===== src/rtl/mem_port_arbiter_pkg.sv =====
// Shared definitions for the three-requester memory port arbiter:
// requester IDs, default widths and the round-robin successor helper.
package mem_arb_pkg;

  localparam int AW_DEF = 6;
  localparam int DW_DEF = 16;

  typedef enum logic [1:0] {
    REQ_LD = 2'd0,
    REQ_DM = 2'd1,
    REQ_IF = 2'd2
  } req_id_e;

  // Ring order LD -> DM -> IF -> LD; the unused code 3 falls back to LD.
  function automatic req_id_e rr_next(req_id_e id);
    case (id)
      REQ_LD:  return REQ_DM;
      REQ_DM:  return REQ_IF;
      default: return REQ_LD;
    endcase
  endfunction

endpackage


===== src/rtl/mem_port_arbiter_if.sv =====
// Requester and memory-macro signal bundle for mem_port_arbiter.
// slave = arbiter view, master = requesters plus memory macro view.
interface mem_port_arbiter_if
  import mem_arb_pkg::*;
#(
  parameter int AW = AW_DEF,
  parameter int DW = DW_DEF
);

  logic          ld_req;
  logic          ld_we;
  logic [AW-1:0] ld_addr;
  logic [DW-1:0] ld_wdata;
  logic          ld_gnt;
  logic          ld_rvalid;

  logic          dm_req;
  logic          dm_we;
  logic [AW-1:0] dm_addr;
  logic [DW-1:0] dm_wdata;
  logic          dm_gnt;
  logic          dm_rvalid;

  logic          if_req;
  logic [AW-1:0] if_addr;
  logic          if_gnt;
  logic          if_rvalid;

  logic [DW-1:0] rdata;
  logic          stall;

  logic          mem_en;
  logic          mem_we;
  logic [AW-1:0] mem_addr;
  logic [DW-1:0] mem_wdata;
  logic [DW-1:0] mem_rdata;

  modport slave (
    input  ld_req, ld_we, ld_addr, ld_wdata,
    input  dm_req, dm_we, dm_addr, dm_wdata,
    input  if_req, if_addr,
    input  mem_rdata,
    output ld_gnt, ld_rvalid, dm_gnt, dm_rvalid, if_gnt, if_rvalid,
    output rdata, stall,
    output mem_en, mem_we, mem_addr, mem_wdata
  );

  modport master (
    output ld_req, ld_we, ld_addr, ld_wdata,
    output dm_req, dm_we, dm_addr, dm_wdata,
    output if_req, if_addr,
    output mem_rdata,
    input  ld_gnt, ld_rvalid, dm_gnt, dm_rvalid, if_gnt, if_rvalid,
    input  rdata, stall,
    input  mem_en, mem_we, mem_addr, mem_wdata
  );

endinterface


===== src/rtl/mem_port_arbiter_rr_pick3.sv =====
// Combinational 3-way round-robin picker: searches starting at the
// requester after 'last' and returns a one-hot grant plus winner ID.
module rr_pick3
  import mem_arb_pkg::*;
(
  input  logic [2:0] req,
  input  req_id_e    last,
  output logic [2:0] gnt,
  output req_id_e    winner,
  output logic       valid
);

  req_id_e p0, p1, p2;

  always_comb begin
    p0     = rr_next(last);
    p1     = rr_next(p0);
    p2     = rr_next(p1);
    winner = last;
    valid  = 1'b0;
    if (req[p0]) begin
      winner = p0;
      valid  = 1'b1;
    end else if (req[p1]) begin
      winner = p1;
      valid  = 1'b1;
    end else if (req[p2]) begin
      winner = p2;
      valid  = 1'b1;
    end
    gnt = valid ? (3'b001 << winner) : 3'b000;
  end

endmodule


===== src/rtl/mem_port_arbiter.sv =====
// Round-robin arbiter sharing one synchronous memory port between the
// loader, data access and instruction fetch; 2-cycle read return.
module mem_port_arbiter
  import mem_arb_pkg::*;
#(
  parameter int AW = AW_DEF,
  parameter int DW = DW_DEF
) (
  input logic               clk_main,
  input logic               reset,
  mem_port_arbiter_if.slave bus
);

  logic [2:0] req_vec, pick_gnt, gnt_vec;
  req_id_e    winner;
  logic       pick_valid, grant_ok;

  logic          sel_we;
  logic [AW-1:0] sel_addr;
  logic [DW-1:0] sel_wdata;

  req_id_e       last_q, last_d;
  logic          cmd_valid_q, cmd_valid_d;
  logic          cmd_we_q, cmd_we_d;
  logic [AW-1:0] cmd_addr_q, cmd_addr_d;
  logic [DW-1:0] cmd_wdata_q, cmd_wdata_d;
  req_id_e       cmd_owner_q, cmd_owner_d;
  logic          rd_valid_q, rd_valid_d;
  req_id_e       rd_owner_q, rd_owner_d;
  logic [DW-1:0] rdata_q, rdata_d;

  assign req_vec = {bus.if_req, bus.dm_req, bus.ld_req};

  rr_pick3 u_pick (
    .req    (req_vec),
    .last   (last_q),
    .gnt    (pick_gnt),
    .winner (winner),
    .valid  (pick_valid)
  );

  // No grants are offered while reset is held, even with requests pending.
  assign gnt_vec  = reset ? pick_gnt : 3'b000;
  assign grant_ok = pick_valid & reset;

  always_comb begin
    sel_we    = bus.ld_we;
    sel_addr  = bus.ld_addr;
    sel_wdata = bus.ld_wdata;
    case (winner)
      REQ_DM: begin
        sel_we    = bus.dm_we;
        sel_addr  = bus.dm_addr;
        sel_wdata = bus.dm_wdata;
      end
      REQ_IF: begin
        sel_we    = 1'b0;
        sel_addr  = bus.if_addr;
        sel_wdata = cmd_wdata_q;
      end
      default: ;
    endcase
  end

  // Memory data arrives the cycle after mem_en, so it is passed straight
  // through on the return cycle and captured to hold rdata afterwards.
  always_comb begin
    last_d      = grant_ok ? winner : last_q;
    cmd_valid_d = grant_ok;
    cmd_we_d    = grant_ok & sel_we;
    cmd_addr_d  = grant_ok ? sel_addr : cmd_addr_q;
    cmd_wdata_d = grant_ok ? sel_wdata : cmd_wdata_q;
    cmd_owner_d = grant_ok ? winner : cmd_owner_q;
    rd_valid_d  = cmd_valid_q & ~cmd_we_q;
    rd_owner_d  = cmd_owner_q;
    rdata_d     = rd_valid_q ? bus.mem_rdata : rdata_q;
  end

  always_ff @(posedge clk_main or negedge reset) begin
    if (!reset) begin
      last_q      <= REQ_LD;
      cmd_valid_q <= 1'b0;
      cmd_we_q    <= 1'b0;
      cmd_addr_q  <= '0;
      cmd_wdata_q <= '0;
      cmd_owner_q <= REQ_LD;
      rd_valid_q  <= 1'b0;
      rd_owner_q  <= REQ_LD;
      rdata_q     <= '0;
    end else begin
      last_q      <= last_d;
      cmd_valid_q <= cmd_valid_d;
      cmd_we_q    <= cmd_we_d;
      cmd_addr_q  <= cmd_addr_d;
      cmd_wdata_q <= cmd_wdata_d;
      cmd_owner_q <= cmd_owner_d;
      rd_valid_q  <= rd_valid_d;
      rd_owner_q  <= rd_owner_d;
      rdata_q     <= rdata_d;
    end
  end

  assign bus.ld_gnt    = gnt_vec[0];
  assign bus.dm_gnt    = gnt_vec[1];
  assign bus.if_gnt    = gnt_vec[2];
  assign bus.stall     = (bus.dm_req & ~gnt_vec[1]) | (bus.if_req & ~gnt_vec[2]);

  assign bus.mem_en    = cmd_valid_q;
  assign bus.mem_we    = cmd_valid_q & cmd_we_q;
  assign bus.mem_addr  = cmd_addr_q;
  assign bus.mem_wdata = cmd_wdata_q;

  assign bus.ld_rvalid = rd_valid_q & (rd_owner_q == REQ_LD);
  assign bus.dm_rvalid = rd_valid_q & (rd_owner_q == REQ_DM);
  assign bus.if_rvalid = rd_valid_q & (rd_owner_q == REQ_IF);
  assign bus.rdata     = rdata_d;

endmodule

===== src/flat_wrapper.sv =====
// flat-port wrapper written by rule: the top's interface ports become plain ports
module mem_port_arbiter_flat import mem_arb_pkg::*;
#(
  parameter int AW = AW_DEF,
  parameter int DW = DW_DEF
)
  (clk_main, reset, bus_ld_req, bus_ld_we, bus_ld_addr, bus_ld_wdata, bus_dm_req, bus_dm_we, bus_dm_addr, bus_dm_wdata, bus_if_req, bus_if_addr, bus_mem_rdata, bus_ld_gnt, bus_ld_rvalid, bus_dm_gnt, bus_dm_rvalid, bus_if_gnt, bus_if_rvalid, bus_rdata, bus_stall, bus_mem_en, bus_mem_we, bus_mem_addr, bus_mem_wdata);
  mem_port_arbiter_if #(.AW(AW), .DW(DW)) bus_i ();
  input logic clk_main;
  input logic reset;
  input wire logic [$bits(bus_i.ld_req)-1:0] bus_ld_req;
  input wire logic [$bits(bus_i.ld_we)-1:0] bus_ld_we;
  input wire logic [$bits(bus_i.ld_addr)-1:0] bus_ld_addr;
  input wire logic [$bits(bus_i.ld_wdata)-1:0] bus_ld_wdata;
  input wire logic [$bits(bus_i.dm_req)-1:0] bus_dm_req;
  input wire logic [$bits(bus_i.dm_we)-1:0] bus_dm_we;
  input wire logic [$bits(bus_i.dm_addr)-1:0] bus_dm_addr;
  input wire logic [$bits(bus_i.dm_wdata)-1:0] bus_dm_wdata;
  input wire logic [$bits(bus_i.if_req)-1:0] bus_if_req;
  input wire logic [$bits(bus_i.if_addr)-1:0] bus_if_addr;
  input wire logic [$bits(bus_i.mem_rdata)-1:0] bus_mem_rdata;
  output wire logic [$bits(bus_i.ld_gnt)-1:0] bus_ld_gnt;
  output wire logic [$bits(bus_i.ld_rvalid)-1:0] bus_ld_rvalid;
  output wire logic [$bits(bus_i.dm_gnt)-1:0] bus_dm_gnt;
  output wire logic [$bits(bus_i.dm_rvalid)-1:0] bus_dm_rvalid;
  output wire logic [$bits(bus_i.if_gnt)-1:0] bus_if_gnt;
  output wire logic [$bits(bus_i.if_rvalid)-1:0] bus_if_rvalid;
  output wire logic [$bits(bus_i.rdata)-1:0] bus_rdata;
  output wire logic [$bits(bus_i.stall)-1:0] bus_stall;
  output wire logic [$bits(bus_i.mem_en)-1:0] bus_mem_en;
  output wire logic [$bits(bus_i.mem_we)-1:0] bus_mem_we;
  output wire logic [$bits(bus_i.mem_addr)-1:0] bus_mem_addr;
  output wire logic [$bits(bus_i.mem_wdata)-1:0] bus_mem_wdata;
  assign bus_i.ld_req = bus_ld_req;
  assign bus_i.ld_we = bus_ld_we;
  assign bus_i.ld_addr = bus_ld_addr;
  assign bus_i.ld_wdata = bus_ld_wdata;
  assign bus_i.dm_req = bus_dm_req;
  assign bus_i.dm_we = bus_dm_we;
  assign bus_i.dm_addr = bus_dm_addr;
  assign bus_i.dm_wdata = bus_dm_wdata;
  assign bus_i.if_req = bus_if_req;
  assign bus_i.if_addr = bus_if_addr;
  assign bus_i.mem_rdata = bus_mem_rdata;
  assign bus_ld_gnt = bus_i.ld_gnt;
  assign bus_ld_rvalid = bus_i.ld_rvalid;
  assign bus_dm_gnt = bus_i.dm_gnt;
  assign bus_dm_rvalid = bus_i.dm_rvalid;
  assign bus_if_gnt = bus_i.if_gnt;
  assign bus_if_rvalid = bus_i.if_rvalid;
  assign bus_rdata = bus_i.rdata;
  assign bus_stall = bus_i.stall;
  assign bus_mem_en = bus_i.mem_en;
  assign bus_mem_we = bus_i.mem_we;
  assign bus_mem_addr = bus_i.mem_addr;
  assign bus_mem_wdata = bus_i.mem_wdata;
  mem_port_arbiter #(.AW(AW), .DW(DW)) u_core (.clk_main(clk_main), .reset(reset), .bus(bus_i));
endmodule

===== config.mk =====
export PLATFORM = sky130hd
export DESIGN_NAME = mem_port_arbiter_flat
export DESIGN_NICKNAME = d
export VERILOG_FILES = /design/src/rtl/mem_port_arbiter_pkg.sv /design/src/rtl/mem_port_arbiter_if.sv /design/src/rtl/mem_port_arbiter_rr_pick3.sv /design/src/rtl/mem_port_arbiter.sv /design/src/flat_wrapper.sv
export SDC_FILE = /design/constraint.sdc
export NUM_CORES = 1
export LEC_CHECK = 0
export CAP_MARGIN = 20
export CORE_MARGIN = 3
export CORE_UTILIZATION = 62
export DETAILED_ROUTE_END_ITERATION = 8
export DONT_BUFFER_PORTS = 1
export PLACE_DENSITY = 0.87
export SYNTH_ARGS = -nofsm -noshare
export SYNTH_HDL_FRONTEND = slang
export SYNTH_SLANG_ARGS = --single-unit

===== constraint.sdc =====
create_clock -name clk_main -period 2.6 [get_ports clk_main]
set_clock_uncertainty 0.15 [all_clocks]
set_input_delay 0.52 -clock clk_main [delete_from_list [all_inputs] [get_ports clk_main]]
set_output_delay 0.52 -clock clk_main [all_outputs]
set_load 0.1 [all_outputs]

==> flow_metrics.tcl, run 1 <==
set metrics [dict create \
    status "finished clean" \
    p_per_area_nw_per_um2 1270 \
    synth_warnings 0 \
    numClockSinks 45 \
    drive_above_1_share 0.372 \
    vdd_drop_max_mv 0.694 \
    cts.clk_slew.worst_paths_ns 0.13 \
    synth_flop_cell "dfrtp_1" \
    p_seq_frac 0.284 \
    critPathArrivalTime_ns 1.87 \
    setup_viol 0 \
    ant_nets 0 \
    fin_crit_ns 2.54 \
    power_switching_share 0.555 \
    dr.pass1.iters 6 \
    synth_cell_types 31 \
    grt_pass1_wl_um 8540 \
    min_period_over_period 0.977 \
    crit_fanout 4 \
    fin_nets 294 \
    area_growth_pct 24.4 \
    crit_type "flop to output port" \
    hold_violations 0 \
    dieArea_um2 4130 \
    antenna_found_initial 0 \
    cts_tree "built" \
    combPwrFrac 0.583 \
    gp_congestion 0.711 \
    ctsLongestPathBuffers 2 \
    antenna_cells 0 \
    layout_setup_ws_ns 0.0610 \
    vias_per_cell 6.21 \
    portBuffers 0 \
    die-height_um 64.3 \
    vias 1626 \
    drt_first_iter_violations 106 \
    worst_pin_slew_ns 0.644 \
    hold_path.class "input port to flop" \
    final_util 0.831 \
    grt-ovfl-total 0 \
    clockRootBuffer "clkbuf_4" \
    synthArstFlopShare 1.00 \
    syn_nets 258 \
    power.switching_mw 1.84 \
    slew_headroom 0.570 \
    internal_power_mw 1.48 \
    synth_cells 181 \
    max_freq_ghz 0.394 \
    grt_use_total 0.275 \
    start_kind "flop" \
    power.leakage_nw 1.17 \
    pre_cts_slack_ns 0.199 \
    ys_seq_elements 45 \
    drv_cap 0 \
    rows 20 \
    synth_area_um2 2100 \
    core_area_um2 3150 \
    ys_seq_area_frac 0.535 \
    synth_edf_count 0 \
    power.clock.fraction 0.132 \
    avgSynthCellArea_um2 11.6 \
    wl_um 5740 \
    ios 120 \
    grt_pass1_vias 1654 \
    slew_viol_final 0 \
    clock_latency_ns 0.34 \
    drc 0 \
    end_kind "output port" \
    h-tree-depth 2 \
    numCtsBuffers 5 \
    dp_hpwl_um 3910 \
    start_util 0.667 \
    grt_max_degree 46 \
    die_width_um 64.3 \
    setup-tns-final_ns 0 \
    routedWlPerCell_um 21.9 \
    cp.required_ns 1.93 \
]
power by group through the flow:
stage	clock network (mW)	registers [mW]	logic [mW]
2_1_floorplan	0	1.67	0.832
3_3_place_gp	0	0.938	1.83
3_5_place_dp	0	0.952	1.87
4_1_cts	0.449	0.936	1.91
5_1_grt	0.482	0.959	1.99
6_report	0.439	0.944	1.94
placed cells by master, fill, tap and decap left out, types with 2 or more instances in the layout:
cell type and n:
dfrtp_1 44, buf_4 35, o21ai_0 32, mux2_2 16, mux2i_1 16, a22oi_1 6, nor2_1 6, a211oi_1 6
a21o_1 6, nand2_1 5, clkbuf_4 5, nand2b_1 3, buf_12 3, nand2b_4 2, nor3b_4 2, inv_2 2
and2_4 2, and2_1 2, nor2_2 2, ha_1 2
state kept, by name, indices dropped and copies added, names as in the netlist:
register and flops:
u_core.bus.mem_addr 6, u_core.cmd_owner_q 2, u_core.rd_owner_q 2, u_core.cmd_we_q 1, u_core.rd_valid_q 1, u_core.bus.mem_wdata 16, u_core.rdata_q 16, u_core.bus.mem_en 1
per-layer routing:
layer  up-vias  part of all wire  track usage
li1        719                 -            -
met1       809              0.33        0.301
met2        94              0.57        0.522
met3         4             0.093       0.0844
met4         0            0.0077       0.0501
met5         -                 0            0
metrics by stage:
step           instance area (um^2)  power (mW)  cells  hold slack [ns]
4_1_cts                        2560        3.29    260            0.164
5_1_grt                        2620        3.43    262            0.161
2_1_floorplan                  2130        2.50    181           0.0744
6_report                       2620        3.32    262            0.183
3_5_place_dp                   2410        2.82    249           0.0755
3_3_place_gp                   2410        2.77    249           0.0754
cell type report:
class,count,area [um^2]
Clock buffer,7,55.1
Clock inverter,1,30.0
Fill cell,182,534
Inverter,3,11.3
Multi-Input combinational cell,122,996
Sequential cell,45,1130
Tap cell,44,55.1
Timing Repair Buffer,40,344
what timing repair did:
item	in CTS	in global routing
hold buffers	2	0
pin swaps	1	2
endpoints found under the setup margin	3	2
hold endpoints to repair	45	0
gates resized for setup	5	11
buffers inserted	1	2
cell usage after synthesis, drive strengths merged (2+ instances only):
cell,number,area share
a211oi,6,0.021
o21ai,33,0.078
a21o,6,0.021
inv,3,0.0054
and2,4,0.012
mux2,16,0.086
nand2b,5,0.018
ha,4,0.024
nor3b,2,0.0071
clkbuf,3,0.0059
a21oi,2,0.0048
nor2,9,0.016
dfrtp,45,0.54
buf,8,0.024
nand2,5,0.0089
a22oi,6,0.021
mux2i,16,0.076
critical path, stage by stage, from the launching register on:
cell and delay [ns]:
dfrtp_1 0.43, nand2b_4 0.18, a31oi_4 0.25, inv_2 0.07
ha_2 0.20, nand2_1 0.09, a22o_4 0.32
final timing paths:
path / start / endpoint / slack (ns) / depth (start not counted)
min in group asynchronous: reset / u_core.bus.mem_en$_DFF_PN0_ / 0.51 / 2
setup / recovery: u_core.cmd_owner_q[0]$_DFFE_PN0P_ / bus_stall / 0.06 / 6
hold reg to reg: u_core.cmd_owner_q[0]$_DFFE_PN0P_ / u_core.rd_owner_q[0]$_DFF_PN0_ / 0.30 / 0
setup reg to reg: u_core.cmd_owner_q[1]$_DFFE_PN0P_ / u_core.bus.mem_addr[0]$_DFFE_PN0P_ / 0.46 / 7
hold / removal: reset / u_core.bus.mem_en$_DFF_PN0_ / 0.18 / 2
max in group asynchronous: reset / u_core.cmd_owner_q[1]$_DFFE_PN0P_ / 1.57 / 2
cells by family (layout without fill, tap and decap cells):
kind of cell	Yosys count	after routing	share of synthesized area
AND/OR/NAND/NOR	29	29	0.0749
AO/OA/AOI/OAI	57	57	0.169
flip-flops	45	45	0.535
adder cells (fa/ha/maj)	4	4	0.0238
multiplexers	32	32	0.162
buffers and inverters	14	51	0.0357
No activity file was read; power rests on OpenSTA's default activity.
==> inputs of run 2 (changes only) <==
ABC_CLOCK_PERIOD_IN_PS = 2600   (was not set)
HOLD_SLACK_MARGIN = 0.08   (was not set)
==> results of run 2 <==
Final layout, timing and power as in run 1 (identical DEF).
==> inputs of run 3 (changes only) <==
CORE_UTILIZATION = 30   (was 62)
PLACE_DENSITY = 0.53   (was 0.87)
==> flow_metrics.tcl, run 3 (synthesis gave the netlist of run 1 again) <==
set metrics [dict create \
    start_kind "flop" \
    slew_headroom 0.639 \
    crit_type "flop to output port" \
    numCtsBuffers 5 \
    reg2regPathDepth 7 \
    rows 29 \
    hold_violations 0 \
    holdWs_ns 0.220 \
    vdd_drop_max_mv 0.452 \
    clockRootBuffer "clkbuf_8" \
    min_period_over_period 0.967 \
    wl_met3_um 616 \
    grt_pass1_wl_um 7700 \
    worst_pin_slew_ns 0.541 \
    drv_cap 0 \
    drt_first_iter_violations 41 \
    wl_um 4840 \
    drive_above_1_share 0.347 \
    rrSetupSlack_ns 0.40 \
    combPwrFrac 0.569 \
    cp_cell_sequence "nor3b_2, a31oi_4, inv_1, ha_2, nand2_1, a22o_4" \
    power.clock.fraction 0.152 \
    grt_pass1_vias 1477 \
    end_kind "output port" \
    fin_crit_ns 2.51 \
    dieArea_um2 8060 \
    max_freq_ghz 0.398 \
    cts_tree "built" \
    clock_latency_ns 0.29 \
    h-tree-depth 2 \
    core_area_um2 6570 \
    route.met2.wl_um 2240 \
    dp_hpwl_um 3540 \
    drc 0 \
    slew_viol_final 0 \
    ios 120 \
    start_util 0.320 \
    r2r-end "u_core.bus.mem_addr[1]$_DFFE_PN0P_" \
    mostFrequentLayoutCell "dfrtp_1" \
    postCtsSetupRepairBufs 0 \
    power_mw 3.31 \
    antenna_cells 0 \
    final_cell_mix "dfrtp_1, buf_4, o21ai_0" \
    setup_viol 0 \
    status "finished clean" \
    gp_congestion 0.783 \
    p_seq_frac 0.279 \
    cp-endpoint "bus_stall" \
    vias_per_cell 4.93 \
    cp.required_ns 1.93 \
    cts.clk_slew.worst_paths_ns 0.08 \
    r2r-start "u_core.cmd_owner_q[1]$_DFFE_PN0P_" \
    ant_nets 0 \
    area_growth_pct 25.3 \
    grt_use_total 0.116 \
    critPathArrivalTime_ns 1.84 \
    grt_max_degree 46 \
    power_switching_share 0.546 \
    routedWlPerCell_um 15.8 \
    cp_slowest_cell "dfrtp_1" \
    numClockSinks 45 \
    fin_nets 290 \
    internal_power_mw 1.50 \
    die-height_um 89.8 \
    power.leakage_nw 1.15 \
    m1WireLength_um 1950 \
    antenna_found_initial 0 \
    top_layer "met4" \
    setup.worst_path.start "u_core.cmd_owner_q[1]$_DFFE_PN0P_" \
    p_per_area_nw_per_um2 1260 \
    ctsLongestPathBuffers 2 \
    die_width_um 89.8 \
    portBuffers 0 \
    crit_fanout 6 \
    hold_path.class "input port to flop" \
    final_util 0.402 \
    vias 1508 \
    grt-ovfl-total 0 \
    power.switching_mw 1.81 \
    dr.pass1.iters 4 \
    max_stage_delay_ns 0.45 \
]
-- run 3: power by group through the flow --
stage / Combinational (mW) / Clock [mW] / Sequential (mW)
after floorplan: 0.832 / 0 / 1.67
after global placement: 1.86 / 0 / 0.930
after detailed placement: 1.86 / 0 / 0.938
after CTS: 1.88 / 0.532 / 0.924
after global routing: 1.97 / 0.559 / 0.941
final: 1.89 / 0.504 / 0.923
-- run 3: per-stage QoR --
step                      area (um^2)  std cells  TNS [ns]  setup WS [ns]
after global placement           2450        297         0          0.203
after CTS                        2600        306         0         0.0292
after global routing             2640        306   -0.0341        -0.0341
after floorplan                  2130        181   -0.0180        -0.0180
final                            2640        306         0         0.0866
after detailed placement         2450        297         0          0.183
-- run 3: layout make-up --
type                            instances  area [um^2]
Clock buffer                            5         68.8
Tap cell                               93          116
Sequential cell                        45         1130
Fill cell                             646         3930
Clock inverter                          2         35.0
Multi-Input combinational cell        122          975
Timing Repair Buffer                   36          305
Inverter                                3         11.3
-- run 3: timing repair --
action | 4_1_cts | 5_1_grt
cloned | 0 | 0
resized for setup | 1 | 8
pin swaps | 0 | 2
endpoints found under the hold margin | 45 | 0
hold buffers | 2 | 0
endpoints found under the setup margin | 1 | 3
-- run 3: worst max-delay path: cells and delay by family (launching register included) --
kind | cells | cell delay, ns
adders and majority gates | 1 | 0.21
buffers and inverters | 1 | 0.08
DFF | 1 | 0.45
AOI/OAI and AO/OA | 2 | 0.44
and+or+nand+nor | 2 | 0.39
-- run 3: how the worst min path moves through the flow --
stage | from | end | cells past startpoint | slack (ns)
floorplan | reset | u_core.bus.mem_addr[0]$_DFFE_PN0P_ | 0 | 0.07
finish | bus_ld_we | u_core.cmd_we_q$_DFF_PN0_ | 2 | 0.22
CTS | bus_ld_we | u_core.cmd_we_q$_DFF_PN0_ | 2 | 0.20
detailed placement | reset | u_core.rdata_q[2]$_DFF_PN0_ | 0 | 0.08
global placement | reset | u_core.rdata_q[9]$_DFF_PN0_ | 0 | 0.08
global route | bus_ld_we | u_core.cmd_we_q$_DFF_PN0_ | 2 | 0.22
-- run 3: per-layer routing --
metal	global-route usage	vias to the layer above
met5	0	-
met4	0.0268	0
met3	0.0559	4
met2	0.183	90
met1	0.145	711
li1	-	703
